## config.mk

```make
export PLATFORM = sky130hd
export DESIGN_NAME = draw_board_sequencer
export DESIGN_NICKNAME = d
export VERILOG_FILES = /design/src/rtl/draw_board_sequencer.sv
export SDC_FILE = /design/constraint.sdc
export NUM_CORES = 1
export LEC_CHECK = 0
export ABC_AREA = 1
export CORE_MARGIN = 3
export CORE_UTILIZATION = 45
export CTS_CLUSTER_DIAMETER = 30
export DETAILED_ROUTE_END_ITERATION = 16
export MAX_ROUTING_LAYER = met4
export PLACE_DENSITY_LB_ADDON = 0.05
export SYNTH_ARGS = -nofsm -noshare
export SYNTH_HDL_FRONTEND = slang
export SYNTH_SLANG_ARGS = --single-unit
```

## constraint.sdc

```tcl
create_clock -name clk -period 2.8 [get_ports clk]
set_input_delay 0.84 -clock clk [delete_from_list [all_inputs] [get_ports clk]]
set_output_delay 0.84 -clock clk [all_outputs]
set_load 0.02 [all_outputs]
```

## src/rtl/draw_board_sequencer.sv

```systemverilog
// Redraw sequencer for the board display: optional white fill, indicator strip,
// then 64 cells fetched from board RAM and drawn for 256 pixel cycles each.
module draw_board_sequencer (
  input  logic       clk,
  input  logic       reset,
  input  logic       start,
  input  logic       full_redraw,
  input  logic [5:0] mem_data,
  output logic [5:0] mem_addr,
  output logic [5:0] draw_value,
  output logic       write,
  output logic       update_x_y,
  output logic       clear_counters,
  output logic       busy,
  output logic       done
);

  typedef enum logic [3:0] {
    IDLE, CLEAR, FILL, IND, FETCH, LATCH, CELL, NEXT, DONE
  } state_t;

  localparam logic [5:0] FILL_COLOR = 6'b011000;
  localparam logic [5:0] IND_COLOR  = 6'b011100;

  state_t      state_reg, state_next;
  logic        fill_reg, fill_next;
  logic        pend_reg, pend_next;
  logic        pend_fill_reg, pend_fill_next;
  logic [5:0]  cell_idx_reg, cell_idx_next;
  logic [5:0]  cell_reg, cell_next;
  logic [14:0] count_reg, count_next;

  always_ff @(posedge clk) begin
    if (reset) begin
      state_reg     <= IDLE;
      fill_reg      <= 1'b0;
      pend_reg      <= 1'b0;
      pend_fill_reg <= 1'b0;
      cell_idx_reg  <= 6'd0;
      cell_reg      <= 6'd0;
      count_reg     <= 15'd0;
    end else begin
      state_reg     <= state_next;
      fill_reg      <= fill_next;
      pend_reg      <= pend_next;
      pend_fill_reg <= pend_fill_next;
      cell_idx_reg  <= cell_idx_next;
      cell_reg      <= cell_next;
      count_reg     <= count_next;
    end
  end

  always_comb begin
    state_next     = state_reg;
    fill_next      = fill_reg;
    pend_next      = pend_reg;
    pend_fill_next = pend_fill_reg;
    cell_idx_next  = cell_idx_reg;
    cell_next      = cell_reg;
    count_next     = count_reg;
    draw_value     = 6'd0;
    write          = 1'b0;
    update_x_y     = 1'b0;
    clear_counters = 1'b0;
    done           = 1'b0;
    mem_addr       = cell_idx_reg;
    busy           = (state_reg != IDLE);

    // A request arriving mid-redraw parks in the single pending slot; newest wins.
    if (start && state_reg != IDLE) begin
      pend_next      = 1'b1;
      pend_fill_next = full_redraw;
    end

    case (state_reg)
      IDLE: begin
        if (start) begin
          state_next = CLEAR;
          fill_next  = full_redraw;
          pend_next  = 1'b0;
        end else if (pend_reg) begin
          // Request that landed on the DONE cycle with nothing else pending
          state_next = CLEAR;
          fill_next  = pend_fill_reg;
          pend_next  = 1'b0;
        end
      end
      CLEAR: begin
        clear_counters = 1'b1;
        count_next     = 15'd0;
        cell_idx_next  = 6'd0;
        state_next     = fill_reg ? FILL : IND;
      end
      FILL: begin
        write      = 1'b1;
        draw_value = FILL_COLOR;
        count_next = count_reg + 15'd1;
        if (count_reg == 15'h7fff) state_next = IND;
      end
      IND: begin
        write      = 1'b1;
        draw_value = IND_COLOR;
        if (count_reg[7:0] == 8'hff) begin
          count_next = 15'd0;
          state_next = FETCH;
        end else begin
          count_next = count_reg + 15'd1;
        end
      end
      FETCH: state_next = LATCH;
      LATCH: begin
        cell_next  = mem_data;
        state_next = CELL;
      end
      CELL: begin
        write      = 1'b1;
        draw_value = cell_reg;
        if (count_reg[7:0] == 8'hff) begin
          count_next = 15'd0;
          state_next = NEXT;
        end else begin
          count_next = count_reg + 15'd1;
        end
      end
      NEXT: begin
        update_x_y    = 1'b1;
        cell_idx_next = cell_idx_reg + 6'd1;
        state_next    = (cell_idx_reg == 6'd63) ? DONE : FETCH;
      end
      DONE: begin
        done = 1'b1;
        if (pend_reg) begin
          // A start on this very cycle becomes the next pending request
          state_next = CLEAR;
          fill_next  = pend_fill_reg;
          pend_next  = start;
        end else begin
          state_next = IDLE;
        end
      end
      default: state_next = IDLE;
    endcase
  end

endmodule
```

==> results of run 1 <==
[power breakdown]
part	leakage [uW]	switching, uW	internal, uW	total (uW)
sequential	0.000276	52.2	539	591
clock	0.0000383	167	171	338
combinational	0.000656	463	251	714
total	0.000970	682	961	1640
[per-stage QoR]
| stage | cell area, um2 | hold WS, ps | instances | total power, uW |
|---|---|---|---|---|
| global route | 2272 | 495.0 | 361 | 1783 |
| finish | 2272 | 449.2 | 361 | 1643 |
| detailed placement | 2188 | 439.3 | 354 | 1319 |
| CTS | 2265 | 451.4 | 361 | 1661 |
| global placement | 2188 | 442.3 | 354 | 1318 |
| floorplan | 1877 | 425.2 | 282 | 1143 |
[metal layers]
layer	vias to the layer above	GRT usage	wire length, um
li1	958	-	-
met1	778	0.2365	2034
met2	41	0.2692	1703
met3	2	0.05824	209
met4	0	0.04593	22
met5	-	-	0
[worst max path at each step]
stage | slack (ps) | start | end
finish | 120 | state_reg[2] | draw_value[3]
global route | 10 | state_reg[2] | draw_value[3]
detailed placement | 380 | state_reg[3] | draw_value[3]
floorplan | 770 | state_reg[3] | draw_value[3]
CTS | 50 | state_reg[0] | draw_value[3]
global placement | 420 | state_reg[3] | draw_value[3]
[cells in the final DEF, fill, tap and decap left out, drive strengths merged, types with 2 or more instances in the layout]
master	n
xor2	5
clkbuf	7
dlymetal6s2s	2
a22oi	2
nand3	25
nor2	49
o21ai	15
nor3	8
ha	3
dfxtp	34
clkdlybuf4s50	24
buf	3
nand2	67
inv	39
nand4	4
a21oi	19
[tightest hold or removal path: cells and delay by family (launching register included)]
kind,cells,cell delay [ps]
flops,1,300
buf+inv,1,60
compound gates,1,50
[cell type report]
cell class	count	area [um2]	share of cell area
Multi-Input combinational cell	203	1017	0.4477
Sequential cell	34	680.7	0.2996
Timing Repair Buffer	29	287.8	0.1267
Inverter	40	150.1	0.06608
Clock buffer	7	76.32	0.03359
Tap cell	48	60.06	0.02643
[logic make-up (layout without fill, tap and decap cells)]
kind of cell,after synthesis,count (layout),share of synthesized area
AND/OR/NAND/NOR,155,155,0.3813
flip-flops,34,34,0.3627
buffers and inverters,45,76,0.09666
adder cells (fa/ha/maj),3,3,0.02000
AO/OA/AOI/OAI,39,39,0.1113
XOR/XNOR,6,6,0.02800
==> impl_metrics.py, run 1 <==
metrics = {
    "global_route": {
        "antenna_found_initial": 0,
        "grt_max_degree": 15,
        "grt-ovfl-total": 0,
        "grt.total_usage": 0.1802,
        "grt_pass1_vias": 1680,
        "grt_pass1_wl_um": 7176,
    },
    "floorplan": {
        "die_x_um": 70.58,
        "start_util": 0.4905,
        "pin_count": 27,
        "die_area_um2": 4982,
        "core-area_um2": 3826,
        "fp.dieH_um": 70.58,
        "rows": 22,
    },
    "synth": {
        "synth_edf_count": 0,
        "syn_inst": 282,
        "yosysSeqAreaShare": 0.3627,
        "synthDistinctLibCells": 30,
        "synth_most_common_cell": "nand2_1",
        "yosysTopAreaCell": "dfxtp_1",
        "ys_top_cells_by_count": "55 x nand2_1, 43 x nor2_1, 34 x dfxtp_1",
        "yosysTopAreaCellShare": 0.3627,
        "syn_nets": 295,
        "synth.avg_cell_area_um2": 6.655,
        "synth_ff_type": "dfxtp_1",
        "synthTopCellsByArea": "dfxtp_1 36%, nand2_1 11%, nor2_1 8.6%",
        "netlist_area_um2": 1877,
        "synth-async-reset-ratio": 0,
        "ys_ff_latch": 34,
        "yosysWarnings": 0,
    },
    "routing": {
        "drt_iter0_markers": 62,
        "viasPerCell": 4.928,
        "wire_per_inst_um": 11.00,
        "drcViolationCount": 0,
        "routed_wl_um": 3970,
        "antenna_left": 0,
        "num_vias": 1779,
        "dr.pass1.iters": 4,
    },
    "clock_tree": {
        "cts_buffers": 5,
        "clk_latency_ps": 290,
        "cts_sinks": 34,
        "cts_tree": "built",
        "post_cts_resized": 0,
        "clk_pin_slew_ps": 70,
        "htree_levels": 2,
        "cts_root_buffer": "clkbuf_8",
        "holdBufCountCts": 0,
        "clock_path_buffers": 2,
        "postCtsSetupBuffers": 0,
    },
    "placed_design": {
        "place_congestion": 0.8813,
        "dp_worst_setup_slack_ps": 377.1,
        "portBuffers": 26,
        "dp_hpwl_um": 3021,
    },
    "critical_path": {
        "cp_num_buf_inv": 2,
        "crit_path_max_fanout": 8,
        "endpoint_kind": "primary output",
        "r2r_cells": 8,
        "crit_path_start_kind": "register",
        "rrSetupSlack_ps": 1100,
        "r2r_end": "count_reg[8]",
        "cp_cell_sequence": "nand2_1, clkinv_1, nand2_2, o21ai_0, clkdlybuf4s50_1",
        "crit_arrival_ps": 1840,
        "cp_slowest_cell": "clkdlybuf4s50_1",
        "crit_family": "buffers and inverters",
        "cp.depth": 5,
        "worst_path_largest_cell_delay_ps": 630,
        "critical_path_class": "register to primary output",
        "worstPathRequired_ps": 1960,
        "r2r_start": "count_reg[0]",
    },
    "sta": {
        "rsz0062_at_grt": "false",
        "clock.fmax_mhz": 373.2,
        "setup_viol": 0,
        "finalHoldViolations": 0,
        "fin_skew_ps": 5.776,
        "finalWorstSetupSlack_ps": 120.7,
        "maxSlewHeadroom": 0.7989,
        "worst_pin_slew_ps": 300.9,
        "fin_tns_setup_ps": 0,
        "final.period_utilization": 0.9569,
        "min_period_ps": 2679,
        "slew_violations": 0,
    },
    "min_path": {
        "hold_start": "cell_reg[3]",
        "hold_path.class": "register to register",
        "holdPathEnd": "cell_reg[3]",
        "hold_depth": 2,
    },
    "outcome": {
        "status": "completed",
    },
    "job": {
        "drv_cap": 0,
    },
    "layout": {
        "fin_util": 0.5939,
        "largest_reg_flops": 15,
        "diodes": 0,
        "drive_gt1_frac": 0.1214,
        "nNetsFinal": 326,
        "syn_to_final_growth_pct": 21.07,
        "fillers": 398,
    },
    "power_and_ir_drop": {
        "peakVddDrop_v": 0.0004562,
        "p_per_area_nw_per_um2": 723.1,
        "p_leak_uw": 0.0009704,
    },
}
Power figures use the tool's default switching activity.
==> inputs of run 2 (changes only) <==
--- a/config.mk
+++ b/config.mk
@@ -6,7 +6,7 @@
 export NUM_CORES = 1
 export LEC_CHECK = 0
 export ABC_AREA = 1
-export CORE_MARGIN = 3
+export CORE_MARGIN = 2
 export CORE_UTILIZATION = 45
 export CTS_CLUSTER_DIAMETER = 30
 export DETAILED_ROUTE_END_ITERATION = 16
==> run 2 against run 1 <==
- register-to-register slack improved by 20 ps
- clock skew down 1.2 ps
- largest cell class unchanged
- via count shrank 1.1%
- largest power group unchanged
- worst hold slack got worse by 1.3 ps
- clock power is 1% higher
- final area rose by 0.11%
- sequential power hardly changed
- core utilization fell by 2.5 points
- final cell count rose by 0.55%
==> impl_metrics.py, run 2 (synthesis gave the netlist of run 1 again) <==
metrics = {
    "sta": {
        "setup_viol": 0,
        "fin_skew_ps": 4.533,
        "rsz0062_at_grt": "false",
        "finalWorstSetupSlack_ps": 133.0,
        "worst_pin_slew_ps": 307.9,
        "final.period_utilization": 0.9525,
        "finalHoldViolations": 0,
        "fin_tns_setup_ps": 0,
        "clock.fmax_mhz": 375.0,
        "min_period_ps": 2667,
        "slew_violations": 0,
        "maxSlewHeadroom": 0.7942,
    },
    "placed_design": {
        "dp_hpwl_um": 3049,
        "dp_worst_setup_slack_ps": 361.7,
        "place_area_um2": 2191,
        "dp.cells": 356,
        "portBuffers": 26,
        "place_congestion": 0.9034,
    },
    "clock_tree": {
        "htree_levels": 2,
        "clk_pin_slew_ps": 70,
        "clock_path_buffers": 2,
        "cts_tree": "built",
        "cts_sinks": 34,
        "postCtsSetupBuffers": 0,
        "clk_latency_ps": 290,
        "cts_buffers": 5,
        "cts_root_buffer": "clkbuf_8",
    },
    "floorplan": {
        "pin_count": 27,
        "core-area_um2": 4000,
        "start_util": 0.4692,
        "die_area_um2": 4703,
        "fp.dieH_um": 68.58,
        "rows": 23,
        "die_x_um": 68.58,
    },
    "min_path": {
        "hold_depth": 2,
        "hold_path.class": "register to register",
        "holdPathEnd": "cell_reg[5]",
        "hold_start": "cell_reg[5]",
    },
    "layout": {
        "final_common_cell": "nand2_1",
        "final_cell_area_um2": 2275,
        "stdcell_count": 363,
        "syn_to_final_growth_pct": 21.20,
        "fin_util": 0.5687,
        "largest_reg_flops": 15,
        "drive_gt1_frac": 0.1182,
        "layout_common_cells": "55 x nand2_1, 43 x nor2_1, 34 x dfxtp_1",
        "nNetsFinal": 326,
        "diodes": 0,
    },
    "power_and_ir_drop": {
        "clockPowerShare": 0.206,
        "seq_power_share": 0.358,
        "internal_power_uw": 957.6,
        "peakVddDrop_v": 0.0003819,
        "power.net_switching_uw": 699.5,
        "p_leak_uw": 0.0009787,
        "switching_share": 0.4221,
        "p_per_area_nw_per_um2": 728.5,
        "power_frac_comb": 0.436,
    },
    "outcome": {
        "status": "completed",
    },
    "critical_path": {
        "crit_path_max_fanout": 8,
        "cp_slowest_cell": "clkdlybuf4s50_1",
        "rrSetupSlack_ps": 1120,
        "cp_cell_sequence": "nor2_1, nand2_2, nor2_1, clkdlybuf4s50_1",
        "worst_path_largest_cell_delay_ps": 610,
        "crit_path_start_kind": "register",
        "crit_arrival_ps": 1830,
        "endpoint_kind": "primary output",
        "critPathMostFrequentCell": "nor2_1",
        "crit_family": "buffers and inverters",
        "r2r_cells": 8,
        "cp_num_buf_inv": 1,
        "r2r_end": "count_reg[8]",
        "r2r_start": "count_reg[0]",
        "cp.depth": 4,
        "critical_path_class": "register to primary output",
        "worstPathRequired_ps": 1960,
    },
    "routing": {
        "viasPerCell": 4.846,
        "dr.pass1.iters": 4,
        "drcViolationCount": 0,
        "antenna_left": 0,
        "drt_iter0_markers": 100,
        "routed_wl_um": 4057,
        "wire_per_inst_um": 11.18,
        "num_vias": 1759,
    },
    "job": {
        "drv_cap": 0,
    },
    "global_route": {
        "grt-ovfl-total": 0,
        "grt_pass1_wl_um": 7024,
        "antenna_found_initial": 0,
        "grt_pass1_vias": 1572,
        "grt.total_usage": 0.2060,
        "grt_max_degree": 17,
    },
}
## run 2: changes by cell type in the layout (fill, tap and decap cells not counted)
cell / delta
clkdlybuf4s50_1: -1
dlymetal6s2s_1: +1
nor2_1: +1
nor2_2: -1
## run 2: per-layer routing
layer / vias up / global-route usage / share of wire
li1: 956 / - / -
met1: 774 / 0.2635 / 0.49
met2: 23 / 0.3125 / 0.47
met3: 6 / 0.04383 / 0.030
met4: 0 / 0.09000 / 0.019
met5: - / - / 0
## run 2: final cells by class
class / instances / area [um2]
clock buffer: 7 / 76.32
multi-input combinational: 203 / 1015
fill: 396 / 1725
tap: 50 / 62.56
timing repair buffer: 29 / 290.3
sequential: 34 / 680.7
inverter: 40 / 150.1
## run 2: worst max path at each step
stage | slack, ps | end | startpoint
3_3_place_gp | 410 | write | state_reg[0]
4_1_cts | 40 | write | state_reg[0]
6_report | 130 | draw_value[5] | state_reg[0]
2_1_floorplan | 770 | draw_value[3] | state_reg[3]
3_5_place_dp | 360 | write | state_reg[0]
5_1_grt | 30 | done | state_reg[0]
## run 2: power groups by stage
stage / logic [uW] / clock network [uW] / registers [uW]
floorplan: 551 / 0 / 592
finish: 722 / 342 / 593
global route: 812 / 377 / 602
detailed placement: 732 / 0 / 602
global placement: 729 / 0 / 601
CTS: 734 / 356 / 592
## run 2: per-stage QoR
step	power, uW	hold WS [ps]
CTS	1682	453.5
floorplan	1143	425.2
global placement	1329	438.1
global route	1792	482.3
detailed placement	1334	442.7
finish	1657	447.9
## run 2: worst register-to-register path, stage by stage (launching register included)
cell and delay, ps:
dfxtp_1 380, ha_1 180, nand2_1 100, nor2_2 220
nand2_1 170, ha_1 300, nor2_1 40, a21oi_1 110
a21oi_1 70
## run 2: repair_timing
action / in CTS / in global routing
gates resized for setup: 0 / 3
endpoints found under the setup margin: 0 / 3
hold buffers: 0 / 0
==> inputs of run 3 (changes only) <==
--- a/config.mk
+++ b/config.mk
@@ -6,7 +6,8 @@
 export NUM_CORES = 1
 export LEC_CHECK = 0
 export ABC_AREA = 1
-export CORE_MARGIN = 2
+export CORE_ASPECT_RATIO = 0.6
+export CORE_MARGIN = 5
 export CORE_UTILIZATION = 45
 export CTS_CLUSTER_DIAMETER = 30
 export DETAILED_ROUTE_END_ITERATION = 16
==> run 3 against run 2 <==
- worst hold slack improved by 7.4 ps
- count of clock-buffer cells in the layout did not move
- total power increased by 2.4%
- critical path depth rose by 1
- combinational power is 0.6% higher
- clock power is 11% higher
- final area is 1.3% higher
- flip-flop and latch count stayed put
- worst setup slack got worse by 0.95 ps
- sequential power is essentially flat
- clock skew increased by 6.8 ps
- sequential share of layout area shrank 0.39 points
- critical endpoint is now clear_counters
- largest cell class unchanged
- highest routed layer unchanged
==> impl_metrics.py, run 3 (synthesis gave the netlist of run 1 again) <==
metrics = {
    "clock_tree": {
        "cts_buffers": 5,
        "cts_sinks": 34,
        "clock_path_buffers": 2,
        "clk_pin_slew_ps": 70,
        "htree_levels": 2,
        "cts_tree": "built",
        "cts_root_buffer": "clkbuf_8",
        "postCtsSetupBuffers": 0,
        "clk_latency_ps": 290,
    },
    "layout": {
        "fin_util": 0.5654,
        "syn_to_final_growth_pct": 22.80,
        "stdcell_count": 374,
        "drive_gt1_frac": 0.1274,
        "largest_reg_flops": 15,
        "multiInputGateArea_um2": 1017,
        "layout_common_cells": "55 x nand2_1, 42 x nor2_1, 34 x dfxtp_1",
        "final_common_cell": "nand2_1",
        "nNetsFinal": 326,
        "fillers": 404,
        "diodes": 0,
        "regArea_um2": 680.7,
    },
    "global_route": {
        "grt_pass1_vias": 1506,
        "grt_max_degree": 15,
        "grt_pass1_wl_um": 7396,
        "grt-ovfl-total": 0,
        "antenna_found_initial": 0,
        "grt.total_usage": 0.1765,
    },
    "routing": {
        "wire_per_inst_um": 11.72,
        "viasPerCell": 4.714,
        "dr.pass1.iters": 4,
        "drcViolationCount": 0,
        "routed_wl_um": 4385,
        "num_vias": 1763,
        "antenna_left": 0,
        "drt_iter0_markers": 119,
    },
    "critical_path": {
        "cp.depth": 5,
        "r2r_cells": 8,
        "crit_path_start_kind": "register",
        "critical_path_class": "register to primary output",
        "worstPathRequired_ps": 1960,
        "endpoint_kind": "primary output",
        "rrSetupSlack_ps": 1080,
        "crit_path_max_fanout": 7,
        "cp_slowest_cell": "clkdlybuf4s50_1",
        "cp_cell_sequence": "inv_2, nor2_2, nand2_2, inv_1, clkdlybuf4s50_1",
        "crit_arrival_ps": 1830,
        "worst_path_largest_cell_delay_ps": 600,
        "cp_num_buf_inv": 3,
        "crit_family": "buffers and inverters",
    },
    "floorplan": {
        "rows": 18,
        "die_area_um2": 5605,
        "die_x_um": 93.38,
        "core-area_um2": 4076,
        "pin_count": 27,
        "fp.dieH_um": 60.03,
        "start_util": 0.4604,
    },
    "placed_design": {
        "portBuffers": 26,
        "dp.cells": 366,
        "dp_hpwl_um": 3382,
        "place_congestion": 0.8537,
    },
    "sta": {
        "fin_skew_ps": 11.34,
        "clock.fmax_mhz": 374.8,
        "maxSlewHeadroom": 0.7566,
        "rsz0062_at_grt": "false",
        "finalHoldViolations": 0,
        "slew_violations": 0,
        "final.period_utilization": 0.9528,
        "fin_tns_setup_ps": 0,
        "setup_viol": 0,
        "min_period_ps": 2668,
        "worst_pin_slew_ps": 362.2,
    },
    "min_path": {
        "hold_path.class": "register to register",
        "hold_depth": 2,
    },
    "job": {
        "drv_cap": 0,
    },
    "power_and_ir_drop": {
        "p_total_uw": 1698,
        "p_per_area_nw_per_um2": 736.6,
        "p_leak_uw": 0.0009944,
        "peakVddDrop_v": 0.0004466,
    },
    "outcome": {
        "status": "completed",
    },
}
==> run 3: where the power goes <==
part,internal (uW),total [uW],switching [uW]
Clock,199,380,182
Combinational,250,726,476
Sequential,538,592,53.2
==> run 3: final cells by class <==
type	count	share of cell area
Clock buffer	7	0.03746
Clock inverter	1	0.002172
Tap cell	60	0.03257
Multi-Input combinational cell	203	0.4414
Inverter	40	0.06515
Sequential cell	34	0.2953
Timing Repair Buffer	29	0.1259
==> run 3: worst min-delay path, cell delays in order, from the launching register on <==
cell and delay (ps):
dfxtp_1 300, inv_1 50, a21oi_1 60
==> run 3: stage by stage <==
| step | worst slack [ps] | instance area (um2) | hold WS [ps] |
|---|---|---|---|
| 6_report | 132.1 | 2305 | 455.3 |
| 5_1_grt | 10.75 | 2305 | 479.9 |
| 4_1_cts | 16.59 | 2295 | 455.5 |
| 3_5_place_dp | 326.3 | 2203 | 446.0 |
| 3_3_place_gp | 400.7 | 2203 | 444.1 |
| 2_1_floorplan | 767.1 | 1877 | 425.2 |
==> run 3: metal layers <==
layer | up-vias | share of wire | global-route usage
li1 | 958 | - | -
met1 | 752 | 0.60 | 0.2797
met2 | 48 | 0.32 | 0.2083
met3 | 5 | 0.069 | 0.05031
met4 | 0 | 0.0075 | 0.03758
met5 | - | 0 | -
==> run 3: final timing paths <==
path / start / end
worst max register to register: count_reg[0] / count_reg[8]
worst min register to register: cell_reg[4] / cell_reg[4]
worst max-delay path: state_reg[0] / clear_counters
worst min-delay path: cell_reg[4] / cell_reg[4]
==> run 3: what timing repair did <==
item	in CTS	in global routing
hold buffers	0	0
gates resized for setup	0	4
endpoints found under the setup margin	0	7
